===== src/rtl/id_ex_pkg.sv =====
// Shared definitions for the decode stage: opcode values, instruction field
// positions and the per-instruction control bundle.
package id_ex_pkg;

  localparam logic [3:0] OP_NOP  = 4'd0;
  localparam logic [3:0] OP_ADD  = 4'd1;
  localparam logic [3:0] OP_SUB  = 4'd2;
  localparam logic [3:0] OP_AND  = 4'd3;
  localparam logic [3:0] OP_OR   = 4'd4;
  localparam logic [3:0] OP_XOR  = 4'd5;
  localparam logic [3:0] OP_ADDI = 4'd6;
  localparam logic [3:0] OP_LW   = 4'd7;
  localparam logic [3:0] OP_SW   = 4'd8;
  localparam logic [3:0] OP_BEQ  = 4'd9;

  // Field positions (lsb) within the 32-bit instruction word
  localparam int OP_LSB  = 28;
  localparam int RD_LSB  = 25;
  localparam int RS1_LSB = 22;
  localparam int RS2_LSB = 19;
  localparam int IMM_LSB = 0;

  typedef struct packed {
    logic uses_rs1;
    logic uses_rs2;
    logic wena;
    logic memrd;
    logic memwr;
  } decode_ctrl_t;

endpackage


===== src/rtl/id_ex_stage_instr_decoder.sv =====
// Combinational opcode decode and immediate sign extension.
module instr_decoder
  import id_ex_pkg::*;
#(
  parameter int DATA_W = 32,
  parameter int IMM_W  = 16
) (
  input  logic [3:0]        op,
  input  logic [IMM_W-1:0]  imm,
  output logic [3:0]        op_dec,
  output decode_ctrl_t      ctrl,
  output logic [DATA_W-1:0] imm_ext
);

  // Map opcode to its control bundle; unknown opcodes become a plain NOP
  always_comb begin
    ctrl   = '0;
    op_dec = op;
    case (op)
      OP_ADD, OP_SUB, OP_AND, OP_OR, OP_XOR: begin
        ctrl.uses_rs1 = 1'b1;
        ctrl.uses_rs2 = 1'b1;
        ctrl.wena     = 1'b1;
      end
      OP_ADDI: begin
        ctrl.uses_rs1 = 1'b1;
        ctrl.wena     = 1'b1;
      end
      OP_LW: begin
        ctrl.uses_rs1 = 1'b1;
        ctrl.wena     = 1'b1;
        ctrl.memrd    = 1'b1;
      end
      OP_SW: begin
        ctrl.uses_rs1 = 1'b1;
        ctrl.uses_rs2 = 1'b1;
        ctrl.memwr    = 1'b1;
      end
      OP_BEQ: begin
        ctrl.uses_rs1 = 1'b1;
        ctrl.uses_rs2 = 1'b1;
      end
      OP_NOP: ;
      default: op_dec = OP_NOP;
    endcase
  end

  assign imm_ext = {{(DATA_W-IMM_W){imm[IMM_W-1]}}, imm};

endmodule


===== src/rtl/id_ex_stage.sv =====
// Decode stage with ID/EX pipeline register, load-use hazard detection
// and branch flush handling.
module id_ex_stage
  import id_ex_pkg::*;
#(
  parameter int DATA_W = 32,
  parameter int ADDR_W = 3,
  parameter int IMM_W  = 16
) (
  input  logic              clk,
  input  logic              clr,
  input  logic              id_valid,
  input  logic [DATA_W-1:0] id_instr,
  output logic              id_stall,
  output logic [ADDR_W-1:0] r1addr,
  output logic [ADDR_W-1:0] r2addr,
  input  logic [DATA_W-1:0] r1data,
  input  logic [DATA_W-1:0] r2data,
  input  logic              ex_stall,
  input  logic              flush,
  output logic              ex_valid,
  output logic [3:0]        ex_op,
  output logic [ADDR_W-1:0] ex_rd,
  output logic [ADDR_W-1:0] ex_rs1,
  output logic [ADDR_W-1:0] ex_rs2,
  output logic [DATA_W-1:0] ex_a,
  output logic [DATA_W-1:0] ex_b,
  output logic [DATA_W-1:0] ex_imm,
  output logic              ex_wena,
  output logic              ex_memrd,
  output logic              ex_memwr
);

  logic [3:0]        op;
  logic [3:0]        op_dec;
  logic [ADDR_W-1:0] rd;
  logic [ADDR_W-1:0] rs1;
  logic [ADDR_W-1:0] rs2;
  logic [IMM_W-1:0]  imm;
  logic [DATA_W-1:0] imm_ext;
  decode_ctrl_t      ctrl;
  logic              haz;
  logic              unused_bits;

  assign op  = id_instr[OP_LSB +: 4];
  assign rd  = id_instr[RD_LSB +: ADDR_W];
  assign rs1 = id_instr[RS1_LSB +: ADDR_W];
  assign rs2 = id_instr[RS2_LSB +: ADDR_W];
  assign imm = id_instr[IMM_LSB +: IMM_W];

  // Bits between rs2 and the immediate carry no meaning in this format
  assign unused_bits = ^id_instr[RS2_LSB-1:IMM_W];

  // Read addresses follow the fields even for invalid slots
  assign r1addr = rs1;
  assign r2addr = rs2;

  instr_decoder #(
    .DATA_W (DATA_W),
    .IMM_W  (IMM_W)
  ) u_dec (
    .op      (op),
    .imm     (imm),
    .op_dec  (op_dec),
    .ctrl    (ctrl),
    .imm_ext (imm_ext)
  );

  // r0 is an ordinary register here, so no zero-register exemption
  assign haz = id_valid & ex_valid & ex_memrd &
               ((ctrl.uses_rs1 & (rs1 == ex_rd)) |
                (ctrl.uses_rs2 & (rs2 == ex_rd)));

  assign id_stall = (haz | ex_stall) & ~flush;

  // ID/EX latch: flush and load-use both leave a zeroed bubble behind
  always_ff @(posedge clk or posedge clr) begin
    if (clr) begin
      ex_valid <= 1'b0;
      ex_op    <= '0;
      ex_rd    <= '0;
      ex_rs1   <= '0;
      ex_rs2   <= '0;
      ex_a     <= '0;
      ex_b     <= '0;
      ex_imm   <= '0;
      ex_wena  <= 1'b0;
      ex_memrd <= 1'b0;
      ex_memwr <= 1'b0;
    end else if (flush || (haz && !ex_stall)) begin
      ex_valid <= 1'b0;
      ex_op    <= '0;
      ex_rd    <= '0;
      ex_rs1   <= '0;
      ex_rs2   <= '0;
      ex_a     <= '0;
      ex_b     <= '0;
      ex_imm   <= '0;
      ex_wena  <= 1'b0;
      ex_memrd <= 1'b0;
      ex_memwr <= 1'b0;
    end else if (!ex_stall) begin
      ex_valid <= id_valid;
      ex_op    <= op_dec;
      ex_rd    <= rd;
      ex_rs1   <= rs1;
      ex_rs2   <= rs2;
      ex_a     <= r1data;
      ex_b     <= r2data;
      ex_imm   <= imm_ext;
      ex_wena  <= id_valid & ctrl.wena;
      ex_memrd <= id_valid & ctrl.memrd;
      ex_memwr <= id_valid & ctrl.memwr;
    end
  end

endmodule


===== config.mk =====
export PLATFORM = sky130hd
export DESIGN_NAME = id_ex_stage
export DESIGN_NICKNAME = d
export VERILOG_FILES = /design/src/rtl/id_ex_pkg.sv /design/src/rtl/id_ex_stage_instr_decoder.sv /design/src/rtl/id_ex_stage.sv
export SDC_FILE = /design/constraint.sdc
export NUM_CORES = 1
export LEC_CHECK = 0
export CAP_MARGIN = 20
export CORE_MARGIN = 2
export CORE_UTILIZATION = 30
export CTS_CLUSTER_SIZE = 20
export DETAILED_ROUTE_END_ITERATION = 16
export GPL_ROUTABILITY_DRIVEN = 0
export PLACE_DENSITY_LB_ADDON = 0.2
export SKIP_LAST_GASP = 1
export SLEW_MARGIN = 5
export SYNTH_ARGS = -nofsm -noshare
export SYNTH_HDL_FRONTEND = slang
export SYNTH_SLANG_ARGS = --single-unit

===== constraint.sdc =====
create_clock -name clk -period 3.9 [get_ports clk]
set_clock_uncertainty 0.15 [all_clocks]
set_input_delay 0.975 -clock clk [delete_from_list [all_inputs] [get_ports clk]]
set_output_delay 0.975 -clock clk [all_outputs]
set_load 0.005 [all_outputs]

---- After elaboration in Yosys (flattened, before gate mapping) ----
Cells that the tools add are included.
storage, ports and cells
  register bits ........................... 113
  input port bits ......................... 101
  output and inout bits ................... 120
  word-level logic and storage cells ...... 71
cells by class
  equal/unequal tests ..................... 12
  mux-type cells .......................... 28
  bitwise gates (word level) .............. 12
  reductions and logical operators ........ 8
operators by type and width
  cell                                                                     count
  32-bit two-way mux                                                       6
  3-bit two-way mux                                                        6
  4-bit by 3-bit == test with 1-bit output, second input constant          4
  7-bit OR reduction                                                       2
  1-bit two-way mux                                                        13
  4-bit two-way mux                                                        3
  10-bit OR reduction                                                      1
  1-bit AND                                                                9
  9-bit OR reduction                                                       1
  4-bit by 2-bit == test with 1-bit output, second input constant          2
  4-bit == test, second input constant                                     2
  3-bit == test                                                            2
  4-bit by 1-bit == test with 1-bit output, second input constant          1
  4-bit zero test                                                          1
  2-bit by 1-bit inequality test with 1-bit output, second input constant  1
  1-bit bitwise OR                                                         2
  1-bit logical AND                                                        1
  1-bit zero test                                                          1
  1-bit logical OR                                                         1
  1-bit NOT                                                                1

---- Depth between registers and ports, before layout ----
  word-level depth ........................ 9
  depth in mapped cells ................... 6
  gate-level depth less buffers ........... 4

---- Cells and area by module ----
A second synthesis with hierarchy kept.
second synthesis, totals
  cell total of the unflattened synthesis .. 466
  area, all modules ....................... 5,072.4 µm²
modules (own cells, without submodules)
  module         instances  cells each  area each (µm²)  sequential area each (µm²)
  id_ex_stage    1          421         4,739.5          2,827.7
  instr_decoder  1          45          332.8            0.0

---- Worst setup path before layout ----
No wires, ideal clock.
  path kind ............................... input to output
  start point ............................. input id_instr[21]
  end point ............................... output id_stall
  arrival ................................. 1,987 ps
  required time ........................... 2,775 ps
  path slack .............................. 788 ps
  stages .................................. 5
  buffers on the path ..................... 1
  path through ............................ xor2_1 > a2111oi_4 > o21ai_4 > buf_6 > o21bai_1
between the ends
  word-level cells in the longest chain between the ends .. 6
ends and longest elaborated chain
  item                RTL line           text
  start: declaration  id_ex_stage.sv:13  input logic [DATA_W-1:0] id_instr,
  3-bit == test       id_ex_stage.sv:72  (ctrl.uses_rs2 & (rs2 == ex_rd)));
  1-bit AND           id_ex_stage.sv:72
  1-bit bitwise OR    id_ex_stage.sv:71  ((ctrl.uses_rs1 & (rs1 == ex_rd)) |
  1-bit AND           id_ex_stage.sv:70  assign haz = id_valid & ex_valid & ex_memrd &
  1-bit bitwise OR    id_ex_stage.sv:74  assign id_stall = (haz | ex_stall) & ~flush;
  1-bit AND           id_ex_stage.sv:74
  end: declaration    id_ex_stage.sv:14  output logic id_stall,
No other way between the ends.

---- Worst setup path after layout ----
Ends and elaborated chain as after synthesis.

==> run summary <==
The flow ran to the end, and the final reports show no timing, DRC or antenna violations. The number of synthesized flops with an enable pin is 0. The growth of design area from synthesis to finish is 60.7%.

The placed instances occupy a cell area of 0.00624 mm². The final critical-path share of the clock period works out to 89.1%. Number of rows created at floorplan: 42. The tools report the starting utilization of the core area as 30.6%. The finished layout cell area came out at 0.00652 mm². The pin count of the biggest net entering global routing came out at 98.

The leakage dissipation came out at 0.00306 µW. At the placement stage, the worst setup path has a slack of 0.00626 ns. Total I/O pin count: 221. Horizontal extent of the die: 120 µm.

Type of the worst setup path: input pin to output pin. Max-slew violation total from the final report: 0. The library cells used most frequently in the layout, excluding fill and tap cells, are 214 x sky130_fd_sc_hd__clkdlybuf4s50_1, 97 x sky130_fd_sc_hd__dfrtp_1, 79 x sky130_fd_sc_hd__a32o_2. The total standard cell area after synthesis was 0.00406 mm². The die height is 120 µm, and the peak clock frequency supported by timing is 288 MHz. Power spread over the standard cell area amounts to 350 mW/mm². The run gives 382 as the synthesized netlist net count. Summed over all layers, the routed wires come to 11,600 µm.

For this run, asynchronously set or reset flops after synthesis account for 100%. The wire length per cell is 17.9 µm. The kind of path behind the tightest hold check is register to register. STA classifies the critical path endpoint as an output pin.

Cells fill 49.2% of the core in the end. The Yosys warning count came out at 0. TritonCTS built the clock tree.

The first global-routing pass estimated 18,200 µm of wire. The number of nets at the end of the flow was 575; the number of port buffers was 217. The minimum clock period after layout is 3.48 ns, and the fraction of layout cells with a size suffix above 1 is 24.4%. The run gives 0 as the aggregate global routing overflow.

Max-cap violations in this run came to 0. The worst-case setup margin in the final layout is 0.424 ns, and the post-synthesis sequential element count is 97. The actual transition at the worst max-transition pin was 1.06 ns; the maximum resistive drop on vdd was 0.000153 V.

The most used flip-flop cell after synthesis is sky130_fd_sc_hd__dfrtp_1. Synthesis handed over a netlist of 281 instances. Of all nets on the critical path, the largest fanout is 2. The detailed router finished its first iteration with 230 violations. In this run the tightest slew margin relative to its limit is 29.3%.

The count of distinct cell types in the synthesized netlist is 27, and the summed negative setup slack over all endpoints is 0 ns. The tools report the sort of element at the start of the critical path as an input pin. The CTS root buffer was sky130_fd_sc_hd__clkbuf_16. The wire-length estimate of the detail-placed layout is 7660 µm. After synthesis, flip-flops and latches occupy 59.9% of the total area.

The total count of hold-check failures in the final report is 0. The tools report the clock sink total as 97. After detailed routing, the number of remaining DRC violations is 0. Using the TritonRoute via totals, the vias-per-cell ratio works out to 5.04. TritonCTS created 9 clock buffers.

The tools report the number of antenna violations at the first check in global routing as 0. The placeable core region is 0.0132 mm², and the required arrival time at the worst endpoint is 2.77 ns. The run gives 3,285 as the total number of vias. The first-pass detailed-route iteration total is 5, and the CTS clock-pin slew for the worst setup and hold paths is 0.06 ns. The repair_antennas step left the layout with diodes totalling 0. The tools report the post-detailed-route count of antenna-violating nets as 0. For the number of global-route vias before repair, the log shows 3,401.

The clock latency on the worst-skew pair is 0.33 ns, and the buffer depth of the longest clock path is 2. The count of endpoints failing setup in the final report was 0. The most common library cell in the layout ignoring fill and taps was sky130_fd_sc_hd__clkdlybuf4s50_1.

In this run the mean area of a mapped cell was 14.4 µm². Setup repair after global routing left no endpoint under its margin. Number of fillers in the final layout: 1,215. At the worst endpoint, the arrival time is 2.35 ns. The die outline area is 0.0145 mm², and the worst hold slack is 0.326 ns.

The logs give 3 for the number of levels the H-tree was split into and 16.0% for the global-route usage over all layers.
-- worst max-delay path, cell delays in order --
cell	delay [ns]
sky130_fd_sc_hd__clkdlybuf4s50_1	0.45
sky130_fd_sc_hd__xor2_1	0.18
sky130_fd_sc_hd__a2111oi_4	0.41
sky130_fd_sc_hd__o21ai_4	0.09
sky130_fd_sc_hd__o21bai_1	0.11
sky130_fd_sc_hd__dlymetal6s2s_1	0.14
-- metal layers --
layer / share of wire (%) / GRT usage [%] / routed length (µm) / up-vias
met5: 0 / 0 / 0 / -
met2: 49 / 25.5 / 5690 / 125
met1: 42 / 20.4 / 4920 / 1654
met4: 2.2 / 7.56 / 255 / 0
li1: - / - / - / 1490
met3: 6.7 / 3.96 / 785 / 16
-- power by group --
part           switching (µW)  internal [µW]  leakage (µW)
sequential               33.1           1060       0.00129
combinational             136            263       0.00164
clock                     351            439      0.000124
-- area by class of cell --
class / count / area, µm² / area share [%]
Sequential cell: 97 / 2430 / 37.2
Timing Repair Buffer: 234 / 2310 / 35.4
Multi-Input combinational cell: 131 / 1310 / 20.0
Clock buffer: 12 / 246 / 3.78
Tap cell: 176 / 220 / 3.38
Inverter: 1 / 6.26 / 0.0960
Clock inverter: 1 / 5.00 / 0.0768
-- registers in the layout, indices dropped and copies added, names as in the netlist --
| register | count |
|---|---|
| ex_op | 4 |
| ex_rs2 | 3 |
| ex_rs1 | 3 |
| ex_a | 32 |
| ex_rd | 3 |
| ex_wena | 1 |
| ex_memwr | 1 |
| ex_imm | 16 |
| ex_valid | 1 |
| ex_memrd | 1 |
| ex_b | 32 |
-- synth_stat cells (2+ instances only) --
library cell | number | area, µm²
sky130_fd_sc_hd__a32o_1 | 10 | 100
sky130_fd_sc_hd__a32o_2 | 79 | 890
sky130_fd_sc_hd__buf_4 | 22 | 165
sky130_fd_sc_hd__buf_6 | 9 | 101
sky130_fd_sc_hd__clkbuf_1 | 19 | 71.3
sky130_fd_sc_hd__dfrtp_1 | 97 | 2430
sky130_fd_sc_hd__nand2_1 | 8 | 30.0
sky130_fd_sc_hd__nand3_1 | 4 | 20.0
sky130_fd_sc_hd__nand3b_1 | 2 | 15.0
sky130_fd_sc_hd__nor2_1 | 2 | 7.51
sky130_fd_sc_hd__nor3_1 | 2 | 10.0
sky130_fd_sc_hd__o21ai_0 | 7 | 35.0
sky130_fd_sc_hd__xor2_1 | 6 | 52.6
-- metrics by stage --
stage | std cells | power, µW
finish | 652 | 2280
global route | 652 | 2390
CTS | 651 | 2310
detailed placement | 638 | 1510
global placement | 638 | 1510
floorplan | 281 | 1250
-- cells by family after synthesis --
family,count (synthesis),share of synthesized area [%]
buffers and inverters,53,8.64
AOI/OAI and AO/OA,102,27.2
and+or+nand+nor,23,3.05
xor gates and xnor gates,6,1.30
DFF,97,59.9
-- path summary, 6_finish.rpt --
kind | startpoint | endpoint | slack, ns | cells past startpoint
worst max-delay path | id_instr[21] | id_stall | 0.42 | 6
worst min-delay path | ex_op[0] | ex_op[0] | 0.33 | 2
worst max register to register | ex_rd[1] | ex_b[17] | 1.59 | 5
worst min register to register | ex_op[0] | ex_op[0] | 0.33 | 2
max in group asynchronous | clr | ex_a[19] | 1.93 | 3
min in group asynchronous | clr | ex_b[8] | 0.94 | 2
-- repair_timing --
item	4_1_cts	5_1_grt
buffers inserted	0	1
hold buffers	0	0
pin swaps	0	1
endpoints found under the hold margin	0	0
resized for setup	2	4
endpoints found under the setup margin	1	1
Note: power is estimated with default switching activity, not from simulation.
